**src/rtl/package_settings.sv**
```systemverilog
// Shared settings for the ADC channel chain: sample width, the pulse event
// record handed from the peak detector to readout, and the detector FSM states.
package package_settings;

    localparam int SIZE_FILTER_DATA = 16;
    localparam int EV_TIME_W        = 16;

    typedef enum logic [1:0] {
        IDLE,
        TRACK,
        HOLD
    } pd_state_t;

    typedef struct packed {
        logic signed [SIZE_FILTER_DATA-1:0] amplitude;
        logic        [EV_TIME_W-1:0]        tstamp;
        logic        [7:0]                  width;
        logic                               pileup;
    } event_t;

    // Increment that sticks at 255 instead of wrapping.
    function automatic logic [7:0] sat_inc8(input logic [7:0] value);
        return (value == 8'hFF) ? value : value + 8'd1;
    endfunction

endpackage

```
**src/rtl/event_fifo.sv**
```systemverilog
// Small synchronous FIFO of pulse events. The head entry is read straight out
// of the storage registers, so a pushed event is visible the cycle after the
// push and the next entry follows a pop without a bubble.
module event_fifo
    import package_settings::*;
#(
    parameter int DEPTH = 4
) (
    input  logic   clk,
    input  logic   reset,
    input  logic   push,
    input  event_t push_data,
    input  logic   pop,
    output logic   full,
    output logic   empty,
    output event_t head
);

    localparam int AW = (DEPTH > 1) ? $clog2(DEPTH) : 1;
    localparam logic [AW:0] FULL_COUNT = (AW+1)'(DEPTH);

    event_t        mem [DEPTH];
    logic [AW-1:0] wr_ptr;
    logic [AW-1:0] rd_ptr;
    logic [AW:0]   count;
    logic          do_push;
    logic          do_pop;

    assign empty   = (count == '0);
    assign full    = (count == FULL_COUNT);
    assign do_pop  = pop && !empty;
    assign do_push = push && (!full || do_pop);
    assign head    = mem[rd_ptr];

    // Storage, pointers and occupancy; a pop frees the slot a same-cycle push needs.
    always_ff @(posedge clk) begin
        if (reset) begin
            for (int i = 0; i < DEPTH; i++) begin
                mem[i] <= '0;
            end
            wr_ptr <= '0;
            rd_ptr <= '0;
            count  <= '0;
        end else begin
            if (do_push) begin
                mem[wr_ptr] <= push_data;
                wr_ptr      <= wr_ptr + AW'(1);
            end
            if (do_pop) begin
                rd_ptr <= rd_ptr + AW'(1);
            end
            case ({do_push, do_pop})
                2'b10:   count <= count + (AW+1)'(1);
                2'b01:   count <= count - (AW+1)'(1);
                default: count <= count;
            endcase
        end
    end

endmodule

```
**src/rtl/filter_peak_detector.sv**
```systemverilog
// Turns the trapezoidal filter output into pulse events (peak, peak time,
// over-threshold width, pile-up) and queues them for readout.
module filter_peak_detector
    import package_settings::*;
#(
    parameter int THRESHOLD  = 16,
    parameter int HOLDOFF    = 8,
    parameter int MAX_WIDTH  = 64,
    parameter int TIME_W     = 16,
    parameter int FIFO_DEPTH = 4
) (
    input  logic                               clk,
    input  logic                               reset,
    input  logic signed [SIZE_FILTER_DATA-1:0] input_data,
    input  logic                               ev_ready,
    output logic                               ev_valid,
    output logic signed [SIZE_FILTER_DATA-1:0] ev_amplitude,
    output logic        [TIME_W-1:0]           ev_time,
    output logic        [7:0]                  ev_width,
    output logic                               ev_pileup,
    output logic        [15:0]                 drop_count
);

    localparam logic signed [SIZE_FILTER_DATA-1:0] THR = SIZE_FILTER_DATA'(THRESHOLD);
    localparam logic [7:0] HOLD_LAST = (HOLDOFF > 0) ? 8'(HOLDOFF - 1) : 8'd0;

    pd_state_t                          state;
    logic        [TIME_W-1:0]           tstamp;
    logic signed [SIZE_FILTER_DATA-1:0] peak;
    logic        [TIME_W-1:0]           peak_time;
    logic        [7:0]                  width;
    logic        [7:0]                  hold_cnt;

    logic                               over;
    logic        [7:0]                  width_next;
    logic                               ev_close;
    event_t                             close_data;
    logic                               pop;
    logic                               fifo_full;
    logic                               fifo_empty;
    event_t                             head;

    // Decide whether the current sample closes an event and build its record.
    always_comb begin
        over       = input_data > THR;
        width_next = sat_inc8(width);
        ev_close   = 1'b0;
        close_data = '0;
        case (state)
            IDLE: begin
                if (over && MAX_WIDTH <= 1) begin
                    ev_close             = 1'b1;
                    close_data.amplitude = input_data;
                    close_data.tstamp    = EV_TIME_W'(tstamp);
                    close_data.width     = 8'd1;
                    close_data.pileup    = 1'b1;
                end
            end
            TRACK: begin
                if (!over) begin
                    ev_close             = 1'b1;
                    close_data.amplitude = peak;
                    close_data.tstamp    = EV_TIME_W'(peak_time);
                    close_data.width     = width;
                    close_data.pileup    = 1'b0;
                end else if (int'(width_next) >= MAX_WIDTH) begin
                    ev_close             = 1'b1;
                    close_data.amplitude = (input_data > peak) ? input_data : peak;
                    close_data.tstamp    = EV_TIME_W'((input_data > peak) ? tstamp : peak_time);
                    close_data.width     = width_next;
                    close_data.pileup    = 1'b1;
                end
            end
            default: ;
        endcase
    end

    // Free-running timestamp; every sample is tagged with the count of its cycle.
    always_ff @(posedge clk) begin
        if (reset) begin
            tstamp <= '0;
        end else begin
            tstamp <= tstamp + TIME_W'(1);
        end
    end

    // Event FSM: track peak and width while over threshold, then sit out the holdoff.
    always_ff @(posedge clk) begin
        if (reset) begin
            state     <= IDLE;
            peak      <= '0;
            peak_time <= '0;
            width     <= '0;
            hold_cnt  <= '0;
        end else begin
            case (state)
                IDLE: begin
                    if (over) begin
                        peak      <= input_data;
                        peak_time <= tstamp;
                        width     <= 8'd1;
                        state     <= TRACK;
                    end
                end
                TRACK: begin
                    if (over) begin
                        width <= width_next;
                        if (input_data > peak) begin
                            peak      <= input_data;
                            peak_time <= tstamp;
                        end
                    end
                end
                HOLD: begin
                    if (hold_cnt == 8'd0) begin
                        state <= IDLE;
                    end else begin
                        hold_cnt <= hold_cnt - 8'd1;
                    end
                end
                default: state <= IDLE;
            endcase
            if (ev_close) begin
                hold_cnt <= HOLD_LAST;
                state    <= (HOLDOFF > 0) ? HOLD : IDLE;
            end
        end
    end

    // Count events that arrive while the buffer is full and nothing is leaving.
    always_ff @(posedge clk) begin
        if (reset) begin
            drop_count <= '0;
        end else if (ev_close && fifo_full && !pop && drop_count != 16'hFFFF) begin
            drop_count <= drop_count + 16'd1;
        end
    end

    assign pop = ev_valid && ev_ready;

    event_fifo #(
        .DEPTH(FIFO_DEPTH)
    ) u_event_fifo (
        .clk       (clk),
        .reset     (reset),
        .push      (ev_close),
        .push_data (close_data),
        .pop       (pop),
        .full      (fifo_full),
        .empty     (fifo_empty),
        .head      (head)
    );

    assign ev_valid     = !fifo_empty;
    assign ev_amplitude = head.amplitude;
    assign ev_time      = TIME_W'(head.tstamp);
    assign ev_width     = head.width;
    assign ev_pileup    = head.pileup;

endmodule

```
**config.mk**
```make
export PLATFORM = sky130hd
export DESIGN_NAME = filter_peak_detector
export DESIGN_NICKNAME = d
export VERILOG_FILES = /design/src/rtl/package_settings.sv /design/src/rtl/event_fifo.sv /design/src/rtl/filter_peak_detector.sv
export SDC_FILE = /design/constraint.sdc
export NUM_CORES = 1
export LEC_CHECK = 0
export CORE_MARGIN = 2
export CORE_UTILIZATION = 45
export DETAILED_ROUTE_END_ITERATION = 16
export PLACE_DENSITY = 0.66
export SETUP_SLACK_MARGIN = 0.02
export SKIP_LAST_GASP = 1
export SLEW_MARGIN = 30
export SYNTH_ARGS = -nofsm -noshare
export SYNTH_HDL_FRONTEND = slang
export SYNTH_SLANG_ARGS = --single-unit
```
**constraint.sdc**
```tcl
create_clock -name clk -period 10.6 [get_ports clk]
set_input_delay 3.18 -clock clk [delete_from_list [all_inputs] [get_ports clk]]
set_output_delay 3.18 -clock clk [all_outputs]
set_load 0.02 [all_outputs]
```
Yosys cells after proc, flatten, opt, wreduce, memory -nomap -nowiden
Memory sizes are Yosys's and may differ from the RTL's. A register that Yosys moved wholly into a read port is not among the register bits.
Index checks and enable logic that the tools add are counted.
{ "word_totals": {"regBits": 89, "ram_bits": 164, "in_bits": 19, "output_inout_bits": 58, "wordCells": 99, "memories": 1} }
{ "memory_table": {"columns": ["memory", "words", "word_bits", "read_ports", "rd_clocked_by_memory_dff", "write_ports", "line", "text"], "rows": [
  ["u_event_fifo.mem", 4, 41, 1, 1, 4, "event_fifo.sv:22", "event_t mem [DEPTH];"]
]} }
{ "classes": {"add_sub_neg": 8, "order_cmp": 3, "n_eq_ne": 14, "muxes": 36, "n_bitwise": 2, "reduce_logical": 23} }
{ "op_table": {"columns": ["cell", "count"], "rows": [
  ["41-bit two-way mux", 4],
  ["16-bit two-way mux", 6],
  ["16-bit one-hot mux with 2 select lines", 2],
  ["41-bit OR reduction", 1],
  ["16-bit by 1-bit adder with 16-bit output (second input constant)", 2],
  ["8-bit two-way mux", 3],
  ["16-bit > comparator", 1],
  ["16-bit by 6-bit > comparator with 1-bit output (second input constant)", 1],
  ["16-bit != test (second input constant)", 1],
  ["8-bit one-hot mux with 2 select lines", 1],
  ["2-bit two-way mux", 6],
  ["2-bit != test (second input constant)", 5],
  ["1-bit two-way mux", 9],
  ["3-bit two-way mux", 3],
  ["3-bit AND reduction", 3],
  ["8-bit by 1-bit adder with 8-bit output (second input constant)", 1],
  ["8-bit equality test (second input constant)", 1],
  ["8-bit by 7-bit >= comparator with 1-bit output (second input constant)", 1],
  ["8-bit zero test", 1],
  ["8-bit by 1-bit subtractor with 8-bit output (second input constant)", 1],
  ["1-bit logical AND", 6],
  ["3-bit != test (second input constant)", 2],
  ["2-bit one-hot mux with 3 select lines", 1],
  ["3-bit one-hot mux with 2 select lines", 1],
  ["14 further kinds", 23]
]} }

Logic depth before layout (Yosys ltp)
{ "depth": {"word_depth": 12, "depth_mapped": 14, "mapped_depth_nobuf": 12} }

Modules after synthesis
A second synthesis with hierarchy kept.
{ "unflattened": {"cells_unflattened": 1154, "hier_area_um2": 12879.9} }
{ "modules_own_cells": {"columns": ["module", "instances", "cells_each", "area_each_um2", "seq_area_each_um2"], "rows": [
  ["event_fifo", 1, 450, 7475.9, 5104.9],
  ["filter_peak_detector", 1, 704, 5403.9, 1641.6]
]} }

Least setup slack after synthesis
OpenSTA, ideal clock, no wires.
{ "synth_timing": {"path_kind": "input-to-reg", "startpoint": "input port input_data[0]", "endpoint": "memory u_event_fifo.mem[1][0] (netlist bit), enable pin", "setup_time_ns": 0.405, "arrival_ns": 5.394, "required_ns": 10.195, "slack_ns": 4.801, "stages": 6, "path_buffers": 1, "path_cell_list": "o41ai_4 a41oi_2 o211a_2 or3_1 clkbuf_1 nand2b_1"} }
{ "synth_lines": {"columns": ["item", "line", "text"], "rows": [
  ["start, declared", "filter_peak_detector.sv:14", "input logic signed [SIZE_FILTER_DATA-1:0] input_data,"],
  ["end, declared", "event_fifo.sv:22", null]
]} }

==> reports/summary.txt <==
Sum Neg Setup Slack: 0 ns
Initial Util: 0.4560
CP endpoint kind: register
Most used cell, CP: buf_4
Area Growth Syn to Fin: 15.63%
Clk buf depth: 3
Final Power: 2.541 mW
Syn avg cell area: 11.61 sq um
Actual slew at the worst max-slew pin: 0.8386 ns
Max Transition Viols Final: 0
GP Congestion: 0.9019
Buf/Inv on CP: 3
WL/cell: 20.70 um
Layout Skew: 0.02456 ns
Height of the die: 171.8 um
H-tree levels: 1
Total grt overflow: 0
# hold bufs at CTS: 0
Worst-path cell chain: clkdlybuf4s50_1 > o41ai_4 > a41oi_2 > o211ai_1 > and3_1 > buf_4 > or2_2 > buf_4
EDFF count, synth: 164
Initial antenna violation count: 0
Tmin final: 6.726 ns
RSZ-0062 raised after global routing: no
# rows: 61
Startpoint Class: input port
TritonCTS Sinks: 255
Inserted Diodes: 0
Ys flop type: edfxtp_1
Cell Area, Placed: 0.01372 sq mm
Maximum VDD drop: 0.0001220 V
GRT Overall Usage: 0.2197
Fin util: 0.5273
PwrDens: 173.4 mW/mm^2
Synth cell types: 67
Setup bufs post-CTS: 0
CTS tree: built
Max Fclk: 0.1487 GHz
Synth Warn #: 0
Register clock-pin slew on the reported worst setup and hold paths: 0.06 ns
Die area: 0.02951 sq mm
Crit path max-delay family: buffers and inverters
Final setup violating endpoints: 0
Slowest CP cell: and3_1
Leak: 4.852 nW
Metal-1 WL: 13.55 mm
Tcrit/Tclk final: 0.6345
Metal2 WL: 15.37 mm
Fillers: 2,443
Worst hold path class: register to register
Synth Instances: 1,091
Netlist Area Pre-Place: 0.01267 sq mm
Die width: 171.8 um
Total Routed Length: 31.72 mm
Hold Violations, Final: 0
Cts repair resizes: 0
Highest Signal Layer: met4
Flop-to-flop setup slack: 6.83 ns
Yosys reg bits: 255
CP required: 10.80 ns
Iter 0 DRT Violations: 778
Crit-path max cell delay: 0.63 ns
DR vias/cell: 5.952
Global-route wire length before repair: 50.29 mm
Core ar.: 0.02778 sq mm
Detailed Place HPWL: 18.84 mm
WS Path Type: input port to register
Vias in the first global route: 8,972
Max Fanout on Critical Path: 24
Layout Nets: 1,173
DR pass1 iterations: 5
DR vias: 9,118
Asr flop ratio synth: 0
Layout cells sized above 1: 0.1109
Finished Cell Area: 0.01465 sq mm
I/O Buffers: 76
Register area share after synthesis: 0.5325
Num CTS Buffers: 28
DRC violations left: 0
Max cap viols: 0
Max_slew headroom: 0.4409
Clock Tree Root: clkbuf_16
CP arrival: 6.93 ns
Post-DRT Antenna Nets: 0
Largest net degree at the start of global routing: 91
Run status: completed
Metal3 WL: 2.121 mm
Syn Nets: 1,132
I/O pins: 77
Worst-skew pair later-pin latency: 0.56 ns
-- worst paths after layout --
| path | to | depth (start not counted) | from |
|---|---|---|---|
| worst max register to register | u_event_fifo.mem[0][35] | 8 | width[0] |
| worst min-delay path | peak[2] | 2 | peak[2] |
| worst min register to register | peak[2] | 2 | peak[2] |
| worst max-delay path | u_event_fifo.mem[0][35] | 8 | input_data[0] |
-- registers in the layout (all words and copies together), names as in the netlist, named ones only --
signal               count
u_event_fifo.mem       164
tstamp                  16
u_event_fifo.count       3
hold_cnt                 8
u_event_fifo.rd_ptr      2
state                    2
peak_time               16
peak                    16
u_event_fifo.wr_ptr      2
drop_count              16
width                    8
-- power breakdown --
| part | internal (mW) | switching, mW |
|---|---|---|
| Clock | 0.537 | 0.397 |
| Sequential | 1.10 | 0.0388 |
| Combinational | 0.225 | 0.245 |
-- cell families after synthesis --
family / synth area share
multiplexers: 0.1016
XOR/XNOR: 0.02281
buffers and inverters: 0.04849
adder cells (fa/ha/maj): 0.02232
AO/OA/AOI/OAI: 0.1317
flip-flops: 0.5325
AND/OR/NAND/NOR: 0.1405
-- area by class of cell --
| cell class | instances | area, sq um | share of cell area |
|---|---|---|---|
| repair buffers | 94 | 923.4 | 0.06303 |
| inverters | 71 | 266.5 | 0.01819 |
| well taps | 378 | 473.0 | 0.03228 |
| flip-flops and latches | 255 | 6751 | 0.4608 |
| multi-input cells | 682 | 5356 | 0.3656 |
| clock inverters | 8 | 88.84 | 0.006064 |
| clock buffers | 44 | 790.8 | 0.05398 |
-- per-stage QoR --
step | hold WS, ns | cells | worst slack [ns]
2_1_floorplan | 0.4520 | 1091 | 4.801
3_3_place_gp | 0.4745 | 1477 | 3.349
3_5_place_dp | 0.4836 | 1478 | 3.289
4_1_cts | 0.4940 | 1530 | 3.848
5_1_grt | 0.5221 | 1532 | 3.641
6_report | 0.4930 | 1532 | 3.874
-- worst register-to-register path: cells and delay by family, from the launching register on --
family | cells | cell delay, ns
buf+inv | 2 | 0.86
flops | 1 | 0.45
compound gates | 2 | 0.40
simple gates | 3 | 1.40
fa+ha+maj | 1 | 0.29
-- placed cells by master, fill, tap and decap left out, drive strengths merged, types with 7 or more instances in the layout --
cell type        n
edfxtp         164
dfxtp           91
nor2            86
clkdlybuf4s50   75
inv             71
nand2b          69
nand2           62
clkbuf          44
o32ai           43
mux4            41
mux2i           33
a21oi           31
o22ai           31
a32o            31
xnor2           28
ha              21
nor3            21
buf             19
o21ai           18
nand3           16
nand4           15
a22o            13
nor4            12
o31ai           11
or3             10
nor2b           10
and3             9
and2             7
o2111ai          7
clkinv           7
-- Yosys cell counts, drive strengths merged (11+ instances only) --
cell,instances,area (sq um)
o21ai,18,93.84
edfxtp,164,4925
o31ai,11,96.34
o22ai,31,193.9
a21oi,31,155.2
nor2,86,327.8
mux2i,33,330.3
buf,40,186.4
nand3,16,80.08
ha,21,262.8
a22o,13,113.9
nor4,12,108.9
a32o,31,310.3
inv,71,266.5
mux4,41,923.4
nand2b,69,431.7
o32ai,43,376.6
nand4,15,93.84
nand2,62,232.7
nor3,21,115.1
xnor2,28,245.2
clkbuf,43,161.4
dfxtp,91,1822
-- layer usage --
layer  vias to the layer above  GRT usage
li1                       4205          -
met1                      4509     0.2962
met4                         0    0.06613
met2                       346     0.3658
met5                         -          0
met3                        58    0.03543
Note: power is estimated with default switching activity, not from simulation.
